--- config.mk ---
export PLATFORM = sky130hd
export DESIGN_NAME = reg_reclaim_sched_flat
export DESIGN_NICKNAME = d
export VERILOG_FILES = /design/src/rtl/reg_reclaim_sched_pkg.sv /design/src/rtl/reg_reclaim_sched_if.sv /design/src/rtl/reclaim_buffer.sv /design/src/rtl/reg_reclaim_sched.sv /design/src/flat_wrapper.sv
export SDC_FILE = /design/constraint.sdc
export NUM_CORES = 1
export LEC_CHECK = 0
export ABC_CLOCK_PERIOD_IN_PS = 2700
export CAP_MARGIN = 5
export CORE_MARGIN = 5
export CORE_UTILIZATION = 47
export CTS_CLUSTER_SIZE = 24
export DETAILED_ROUTE_END_ITERATION = 8
export PLACE_DENSITY_LB_ADDON = 0.15
export RECOVER_POWER = 25
export SLEW_MARGIN = 40
export SYNTH_ARGS = -nofsm -noshare
export SYNTH_HDL_FRONTEND = slang
export SYNTH_HIERARCHICAL = 1
export SYNTH_SLANG_ARGS = --single-unit
--- constraint.sdc ---
create_clock -name clk -period 2.7 [get_ports clk]
set_input_delay 0.54 -clock clk [delete_from_list [all_inputs] [get_ports clk]]
set_output_delay 0.54 -clock clk [all_outputs]
set_load 0.02 [all_outputs]
--- src/rtl/reg_reclaim_sched_pkg.sv ---
// Shared rename package: physical-register tag type, reclaim defaults and
// the starvation FSM state encoding used by reg_reclaim_sched.
package reg_reclaim_sched_pkg;

  localparam int DEF_DATA_WIDTH   = 7;
  localparam int DEF_BUF_DEPTH    = 4;
  localparam int DEF_STARVE_LIMIT = 3;

  typedef logic [DEF_DATA_WIDTH-1:0] phys_reg_t;

  typedef enum logic {
    ST_NORMAL = 1'b0,
    ST_FORCE  = 1'b1
  } starve_state_t;

  // Occupancy needs one extra bit so a full buffer is distinguishable from empty.
  function automatic int cnt_width(input int depth);
    return $clog2(depth) + 1;
  endfunction

endpackage

--- src/rtl/reg_reclaim_sched_if.sv ---
// Handshake bundle between the commit/squash release sources, the reclaim
// scheduler and the free-list push channel.
interface reg_reclaim_sched_if
  import reg_reclaim_sched_pkg::*;
#(
  parameter int DATA_WIDTH = DEF_DATA_WIDTH,
  parameter int BUF_DEPTH  = DEF_BUF_DEPTH
);
  logic                        commit_valid_1;
  logic                        commit_valid_2;
  logic [DATA_WIDTH-1:0]       commit_reg_1;
  logic [DATA_WIDTH-1:0]       commit_reg_2;
  logic                        commit_ready;
  logic                        squash_valid;
  logic [DATA_WIDTH-1:0]       squash_reg;
  logic                        squash_ready;
  logic                        fl_push;
  logic [DATA_WIDTH-1:0]       fl_push_data;
  logic                        fl_ready;
  logic [cnt_width(BUF_DEPTH)-1:0] pending_cnt;

  modport master (
    output commit_valid_1, commit_valid_2, commit_reg_1, commit_reg_2,
    input  commit_ready,
    output squash_valid, squash_reg,
    input  squash_ready,
    input  fl_push, fl_push_data,
    output fl_ready,
    input  pending_cnt
  );

  modport slave (
    input  commit_valid_1, commit_valid_2, commit_reg_1, commit_reg_2,
    output commit_ready,
    input  squash_valid, squash_reg,
    output squash_ready,
    output fl_push, fl_push_data,
    input  fl_ready,
    output pending_cnt
  );
endinterface

--- src/rtl/reclaim_buffer.sv ---
// Circular reclaim FIFO: two write ports (port 1 only used together with
// port 0, landing in the slot after it), one read port, exposed occupancy.
module reclaim_buffer
  import reg_reclaim_sched_pkg::*;
#(
  parameter int DATA_WIDTH = DEF_DATA_WIDTH,
  parameter int DEPTH      = DEF_BUF_DEPTH
) (
  input  logic                            clk,
  input  logic                            rst,
  input  logic                            wr_en0,
  input  logic [DATA_WIDTH-1:0]           wr_data0,
  input  logic                            wr_en1,
  input  logic [DATA_WIDTH-1:0]           wr_data1,
  input  logic                            rd_en,
  output logic [DATA_WIDTH-1:0]           rd_data,
  output logic [cnt_width(DEPTH)-1:0]     count
);
  localparam int PW = $clog2(DEPTH);
  localparam int CW = cnt_width(DEPTH);

  logic [DATA_WIDTH-1:0] mem [DEPTH];
  logic [PW-1:0]         wr_ptr;
  logic [PW-1:0]         rd_ptr;

  // Pointers wrap naturally because DEPTH is a power of two.
  always_ff @(posedge clk) begin
    if (rst) begin
      wr_ptr <= '0;
      rd_ptr <= '0;
      count  <= '0;
    end else begin
      wr_ptr <= wr_ptr + PW'(wr_en0) + PW'(wr_en1);
      rd_ptr <= rd_ptr + PW'(rd_en);
      count  <= count + CW'(wr_en0) + CW'(wr_en1) - CW'(rd_en);
    end
  end

  // Entry storage; no reset needed since count gates every read.
  always_ff @(posedge clk) begin
    if (wr_en0) mem[wr_ptr] <= wr_data0;
    if (wr_en1) mem[wr_ptr + PW'(1)] <= wr_data1;
  end

  assign rd_data = mem[rd_ptr];

endmodule

--- src/rtl/reg_reclaim_sched.sv ---
// Physical-register reclaim scheduler: merges two commit release slots and a
// squash walker release into the free-list push channel through a small
// buffer, with a starvation guard that eventually forces squash through.
// Optional macro FL_RECLAIM_BYPASS_EN: when the buffer is empty and the free
// list is ready, the first accepted tag is pushed in the acceptance cycle.
//
// Starvation FSM
//   state     | meaning
//   ST_NORMAL | commits have priority over squash
//   ST_FORCE  | squash starved STARVE_LIMIT cycles; commits held off until it is accepted
module reg_reclaim_sched
  import reg_reclaim_sched_pkg::*;
#(
  parameter int DATA_WIDTH   = DEF_DATA_WIDTH,
  parameter int BUF_DEPTH    = DEF_BUF_DEPTH,
  parameter int STARVE_LIMIT = DEF_STARVE_LIMIT
) (
  input  logic               clk,
  input  logic               rst,
  reg_reclaim_sched_if.slave bus
);
  localparam int CNT_W = cnt_width(BUF_DEPTH);
  localparam int SW    = (STARVE_LIMIT < 1) ? 1 : $clog2(STARVE_LIMIT + 1);

  logic [CNT_W-1:0]      count;
  logic [CNT_W-1:0]      free;
  logic [DATA_WIDTH-1:0] head;
  logic [DATA_WIDTH-1:0] first_tag;
  logic [DATA_WIDTH-1:0] second_tag;
  logic [DATA_WIDTH-1:0] wr_data0;
  logic [DATA_WIDTH-1:0] wr_data1;
  logic                  any_commit;
  logic                  commit_ready_c;
  logic                  squash_ready_c;
  logic                  commit_acc;
  logic                  squash_acc;
  logic                  two_tags;
  logic                  drain;
  logic                  bypass;
  logic                  wr_en0;
  logic                  wr_en1;
  logic                  force_squash;
  starve_state_t         state;
  starve_state_t         state_next;
  logic [SW-1:0]         starve_cnt;
  logic [SW-1:0]         starve_next;

  // Space is judged on registered occupancy only; a same-cycle drain does not help.
  assign free = CNT_W'(BUF_DEPTH) - count;

  // Arbitration: commits win unless squash has starved; reset blocks all acceptance.
  always_comb begin
    any_commit     = bus.commit_valid_1 | bus.commit_valid_2;
    commit_ready_c = !rst && (free >= CNT_W'(2)) && !force_squash;
    squash_ready_c = !rst && (free >= CNT_W'(1)) && (!any_commit || force_squash);
    commit_acc     = any_commit && commit_ready_c;
    squash_acc     = bus.squash_valid && squash_ready_c;
    first_tag      = commit_acc ? (bus.commit_valid_1 ? bus.commit_reg_1 : bus.commit_reg_2)
                                : bus.squash_reg;
    second_tag     = bus.commit_reg_2;
    two_tags       = commit_acc && bus.commit_valid_1 && bus.commit_valid_2;
    drain          = !rst && (count != '0) && bus.fl_ready;
  end

`ifdef FL_RECLAIM_BYPASS_EN
  assign bypass = !rst && (count == '0) && bus.fl_ready && (commit_acc || squash_acc);
`else
  assign bypass = 1'b0;
`endif

  // Buffer writes: compacted so port 0 always carries the oldest remaining tag.
  always_comb begin
    wr_en0   = 1'b0;
    wr_en1   = 1'b0;
    wr_data0 = first_tag;
    wr_data1 = second_tag;
    if (bypass) begin
      wr_en0   = two_tags;
      wr_data0 = second_tag;
    end else begin
      wr_en0 = commit_acc || squash_acc;
      wr_en1 = two_tags;
    end
  end

  // Starvation state register.
  always_ff @(posedge clk) begin
    if (rst) begin
      state      <= ST_NORMAL;
      starve_cnt <= '0;
    end else begin
      state      <= state_next;
      starve_cnt <= starve_next;
    end
  end

  // Starvation next state: count blocked squash cycles, saturating at the limit.
  always_comb begin
    starve_next = '0;
    if (bus.squash_valid && !squash_acc) begin
      starve_next = (starve_cnt == SW'(STARVE_LIMIT)) ? starve_cnt : starve_cnt + 1'b1;
    end
    state_next = state;
    case (state)
      ST_NORMAL: if (bus.squash_valid && !squash_acc && starve_next == SW'(STARVE_LIMIT))
                   state_next = ST_FORCE;
      ST_FORCE:  if (squash_acc) state_next = ST_NORMAL;
      default:   state_next = ST_NORMAL;
    endcase
  end

  // Starvation outputs.
  always_comb begin
    force_squash = (state == ST_FORCE);
  end

  reclaim_buffer #(
    .DATA_WIDTH (DATA_WIDTH),
    .DEPTH      (BUF_DEPTH)
  ) u_reclaim_buffer (
    .clk      (clk),
    .rst      (rst),
    .wr_en0   (wr_en0),
    .wr_data0 (wr_data0),
    .wr_en1   (wr_en1),
    .wr_data1 (wr_data1),
    .rd_en    (drain),
    .rd_data  (head),
    .count    (count)
  );

  assign bus.commit_ready = commit_ready_c;
  assign bus.squash_ready = squash_ready_c;
  assign bus.fl_push      = drain | bypass;
  assign bus.fl_push_data = bypass ? first_tag : head;
  assign bus.pending_cnt  = count;

endmodule

--- src/flat_wrapper.sv ---
// flat-port wrapper written by rule: the top's interface ports become plain ports
module reg_reclaim_sched_flat import reg_reclaim_sched_pkg::*;
#(
  parameter int DATA_WIDTH   = DEF_DATA_WIDTH,
  parameter int BUF_DEPTH    = DEF_BUF_DEPTH,
  parameter int STARVE_LIMIT = DEF_STARVE_LIMIT
)
  (clk, rst, bus_commit_valid_1, bus_commit_valid_2, bus_commit_reg_1, bus_commit_reg_2, bus_commit_ready, bus_squash_valid, bus_squash_reg, bus_squash_ready, bus_fl_push, bus_fl_push_data, bus_fl_ready, bus_pending_cnt);
  reg_reclaim_sched_if #(.DATA_WIDTH(DATA_WIDTH), .BUF_DEPTH(BUF_DEPTH)) bus_i ();
  input  logic clk;
  input  logic rst;
  input wire logic [$bits(bus_i.commit_valid_1)-1:0] bus_commit_valid_1;
  input wire logic [$bits(bus_i.commit_valid_2)-1:0] bus_commit_valid_2;
  input wire logic [$bits(bus_i.commit_reg_1)-1:0] bus_commit_reg_1;
  input wire logic [$bits(bus_i.commit_reg_2)-1:0] bus_commit_reg_2;
  output wire logic [$bits(bus_i.commit_ready)-1:0] bus_commit_ready;
  input wire logic [$bits(bus_i.squash_valid)-1:0] bus_squash_valid;
  input wire logic [$bits(bus_i.squash_reg)-1:0] bus_squash_reg;
  output wire logic [$bits(bus_i.squash_ready)-1:0] bus_squash_ready;
  output wire logic [$bits(bus_i.fl_push)-1:0] bus_fl_push;
  output wire logic [$bits(bus_i.fl_push_data)-1:0] bus_fl_push_data;
  input wire logic [$bits(bus_i.fl_ready)-1:0] bus_fl_ready;
  output wire logic [$bits(bus_i.pending_cnt)-1:0] bus_pending_cnt;
  assign bus_i.commit_valid_1 = bus_commit_valid_1;
  assign bus_i.commit_valid_2 = bus_commit_valid_2;
  assign bus_i.commit_reg_1 = bus_commit_reg_1;
  assign bus_i.commit_reg_2 = bus_commit_reg_2;
  assign bus_commit_ready = bus_i.commit_ready;
  assign bus_i.squash_valid = bus_squash_valid;
  assign bus_i.squash_reg = bus_squash_reg;
  assign bus_squash_ready = bus_i.squash_ready;
  assign bus_fl_push = bus_i.fl_push;
  assign bus_fl_push_data = bus_i.fl_push_data;
  assign bus_i.fl_ready = bus_fl_ready;
  assign bus_pending_cnt = bus_i.pending_cnt;
  reg_reclaim_sched #(.DATA_WIDTH(DATA_WIDTH), .BUF_DEPTH(BUF_DEPTH), .STARVE_LIMIT(STARVE_LIMIT)) u_core (.clk(clk), .rst(rst), .bus(bus_i));
endmodule
==> results of run 1 <==
[Yosys cell counts, types with 2 or more instances]
cell       n  area share (%)
mux2_2    41              21
edfxtp_1  28              38
dfxtp_1   10             9.0
inv_1      7             1.2
mux4_2     7             7.1
ha_1       6             3.4
nor2_1     6             1.0
nor2b_1    6             1.7
fa_1       3             2.7
buf_2      2            0.45
buf_4      2            0.68
buf_6      2             1.0
mux2_1     2             1.0
nand2b_1   2            0.56
nor3b_2    2             1.1
nor3b_4    2             1.7
o21ai_0    2            0.45
xnor2_1    2            0.79
[layer usage]
layer / track usage, % / wire length [um] / vias to the layer above
met3: 3.63 / 188 / 6
met1: 17.7 / 1790 / 700
met5: 0 / 0 / -
met4: 5.24 / 57 / 0
li1: - / - / 691
met2: 30.7 / 2660 / 30
[final cells by class]
type                       count  area, um2
fill                         342       1680
multi-input combinational     97       1180
sequential                    38       1050
timing repair buffer          64        574
clock buffer                   6       72.6
tap                           54       67.6
inverter                       7       28.8
clock inverter                 2       8.76
[worst max path at each step]
stage | endpoint | slack (ps) | cells past startpoint
after floorplan | u_core/u_reclaim_buffer/count[1] | -320 | 13
after detailed placement | u_core/u_reclaim_buffer/count[1] | -110 | 9
after global placement | u_core/u_reclaim_buffer/count[1] | -50 | 9
after CTS | u_core/u_reclaim_buffer/count[1] | 10 | 9
final | u_core/u_reclaim_buffer/count[1] | 20 | 12
after global routing | u_core/u_reclaim_buffer/count[1] | -60 | 12
[critical path: stages (launching register included)]
cell	delay, ps
dfxtp_4	360
inv_4	40
ha_4	150
ha_4	200
nor3b_4	160
nor3_4	190
and3_4	210
inv_2	40
ha_4	250
inv_2	30
fa_2	330
fa_2	540
nor2b_4	120
[sequential cells by signal (all words and copies together), names as in the netlist]
register	flops
u_core/force_squash	1
u_core/starve_cnt	2
u_core/u_reclaim_buffer/mem	28
u_core/u_reclaim_buffer/rd_ptr	2
u_core/u_reclaim_buffer/wr_ptr	2
u_core/u_reclaim_buffer/count	3
[repair_timing]
item,in CTS,in global routing
pin swaps,2,7
resized for setup,2,3
setup buffers,0,1
endpoints found under the setup margin,3,3
hold buffers,0,0
[metrics by stage]
stage                     utilization (%)  total power, mW  cells
after global routing                 63.9             2.68    268
after CTS                            63.5             2.53    267
after floorplan                         -             1.68    148
final                                63.9             2.54    268
after detailed placement             61.7             2.16    259
after global placement               61.7             2.11    259
[power by group through the flow]
stage	Sequential, mW	Clock [mW]	Combinational (mW)
after floorplan	0.878	0	0.806
after global placement	0.882	0	1.23
after detailed placement	0.890	0	1.27
after CTS	0.878	0.376	1.28
after global routing	0.889	0.396	1.40
final	0.877	0.365	1.30
[kinds of logic after synthesis]
family | after synthesis
AO/OA/AOI/OAI | 6
AND/OR/NAND/NOR | 28
multiplexers | 51
XOR/XNOR | 3
buffers and inverters | 13
adder cells (fa/ha/maj) | 9
flip-flops | 38
==> impl_metrics.csv, run 1 <==
group,metric,value,unit
yosys,synth-main-ff-cell,"edfxtp_1",
yosys,yosys.area_share.simple,10.7,%
finish,finish.instance_area,2980,um2
finish,antenna_cells,0,
floorplan,num_rows,25,
power_and_ir_drop,intPower,1.72,mW
clock_network,cts_sinks,38,
yosys,synth_xor_area_share,1.86,%
setup_path,cp-start-kind,"flop",
clock_network,ctsRootBufferMaster,"clkbuf_8",
finish,syn_to_final_growth,34.2,%
power_and_ir_drop,leakage,1.10,nW
yosys,yosysWarnings,6,
setup_path,crit_path_max_fanout,2,
route,via_per_inst,5.32,
placed_design,io_buffers,39,
timing,maxSlewViolCount,0,
timing,setup_tns,0,ps
setup_path,reg2reg_slack,20,ps
placed_design,place.gp.congestion,0.789,
setup_path,reg2reg_from,"u_core/u_reclaim_buffer/count[0]",
timing,finalCritPeriodShare,99.2,%
yosys,seq_area_frac_synth,46.9,%
clock_network,clk_latency,290,ps
floorplan,initial_utilization,47.6,%
floorplan,chipWidth,78.7,um
route,avgRoutedWirePerCell,17.5,um
floorplan,core-area,4660,um2
yosys,ys_ff_latch,38,
yosys,synth-edff-count,28,
yosys,synth_fp_nets,184,
clock_network,cts_tree,"done",
timing,finalHoldViolations,0,
setup_path,r2r_end,"u_core/u_reclaim_buffer/count[1]",
clock_network,clkSlewWorstSetupHoldPaths,70,ps
route,drc,0,
placed_design,post-place-ws,-109,ps
placed_design,dp_hpwl,3.61,mm
grt,grt_pass1_wl,7.52,mm
run,maxCapViolCount,0,
yosys,synthCells,148,
timing,fin_ws,22.2,ps
route,ant_nets,0,
timing,holdWs,541,ps
timing,fmax,373,MHz
setup_path,critPathRequiredTime,2920,ps
yosys,synthesis.area,2220,um2
yosys,synth_top_family_by_area,"multiplexers",
setup_path,worstSetupPathType,"flop to flop",
power_and_ir_drop,net-switching-power,0.815,mW
grt,antenna_found_initial,0,
setup_path,endpoint_kind,"flop",
yosys,synth_compound_area_share,1.75,%
floorplan,die_h,78.7,um
finish,finalNetCount,249,
status,status,"finished, final reports clean",
grt,grt_remaining_overflow,0,
power_and_ir_drop,power.density,852,nW/um2
power_and_ir_drop,vdd_drop_max,0.609,mV
yosys,async_flop_share,0,%
yosys,synth_fa_ha_area_share,6.09,%
timing,final.setup_skew,4.86,ps
grt,grt_pass1_vias,1507,
clock_network,htree_levels,2,
min_path,min_from,"u_core/starve_cnt[0]",
setup_path,worst-r2r-cell-count,12,
finish,drive_above_1_share,49.5,%
setup_path,startpoint,"u_core/u_reclaim_buffer/count[0]",
route,first_pass_iters,4,
finish,final_common_cell,"mux2_2",
route,first_iter_violations,66,
placed_design,postPlaceCellArea,2880,um2
route,dr_total_vias,1427,
grt,grt_usage,16.2,%
finish,mostFrequentLayoutCells,"41 x mux2_2, 37 x clkdlybuf4s50_1, 28 x edfxtp_1",
yosys,avgSynthCellArea,15.0,um2
grt,grt_start_max_net_pins,12,
yosys,ys_types,34,
power_and_ir_drop,seq_power_share,34.6,%
setup_path,worst_ep_arrival_time,2900,ps
power_and_ir_drop,comb_power_share,51.1,%
floorplan,dieArea,6190,um2
timing,grt_setup_unrepaired,"true",
route,routed_wl,4.70,mm
clock_network,clk_path_buf_depth,2,
timing,setup_violations,0,
floorplan,io_pins,40,
power_and_ir_drop,clkPwrFrac,14.4,%
timing,slew_headroom,67.5,%
yosys,muxShareOfSynthArea,29.4,%
min_path,whs_path_depth,2,
power_and_ir_drop,swShare,32.1,%
timing,min_period,2680,ps
clock_network,numCtsBuffers,5,
timing,tightest_slew,486,ps
min_path,hold_path.class,"flop to flop",
min_path,holdPathEnd,"u_core/starve_cnt[1]",
No activity file was read; power rests on OpenSTA's default activity.
==> run 2: changes to the inputs <==
Settings changed: CTS_CLUSTER_DIAMETER from default to 80.
==> results of run 2 <==
The final DEF is identical to that of run 1; final timing and power are the same.
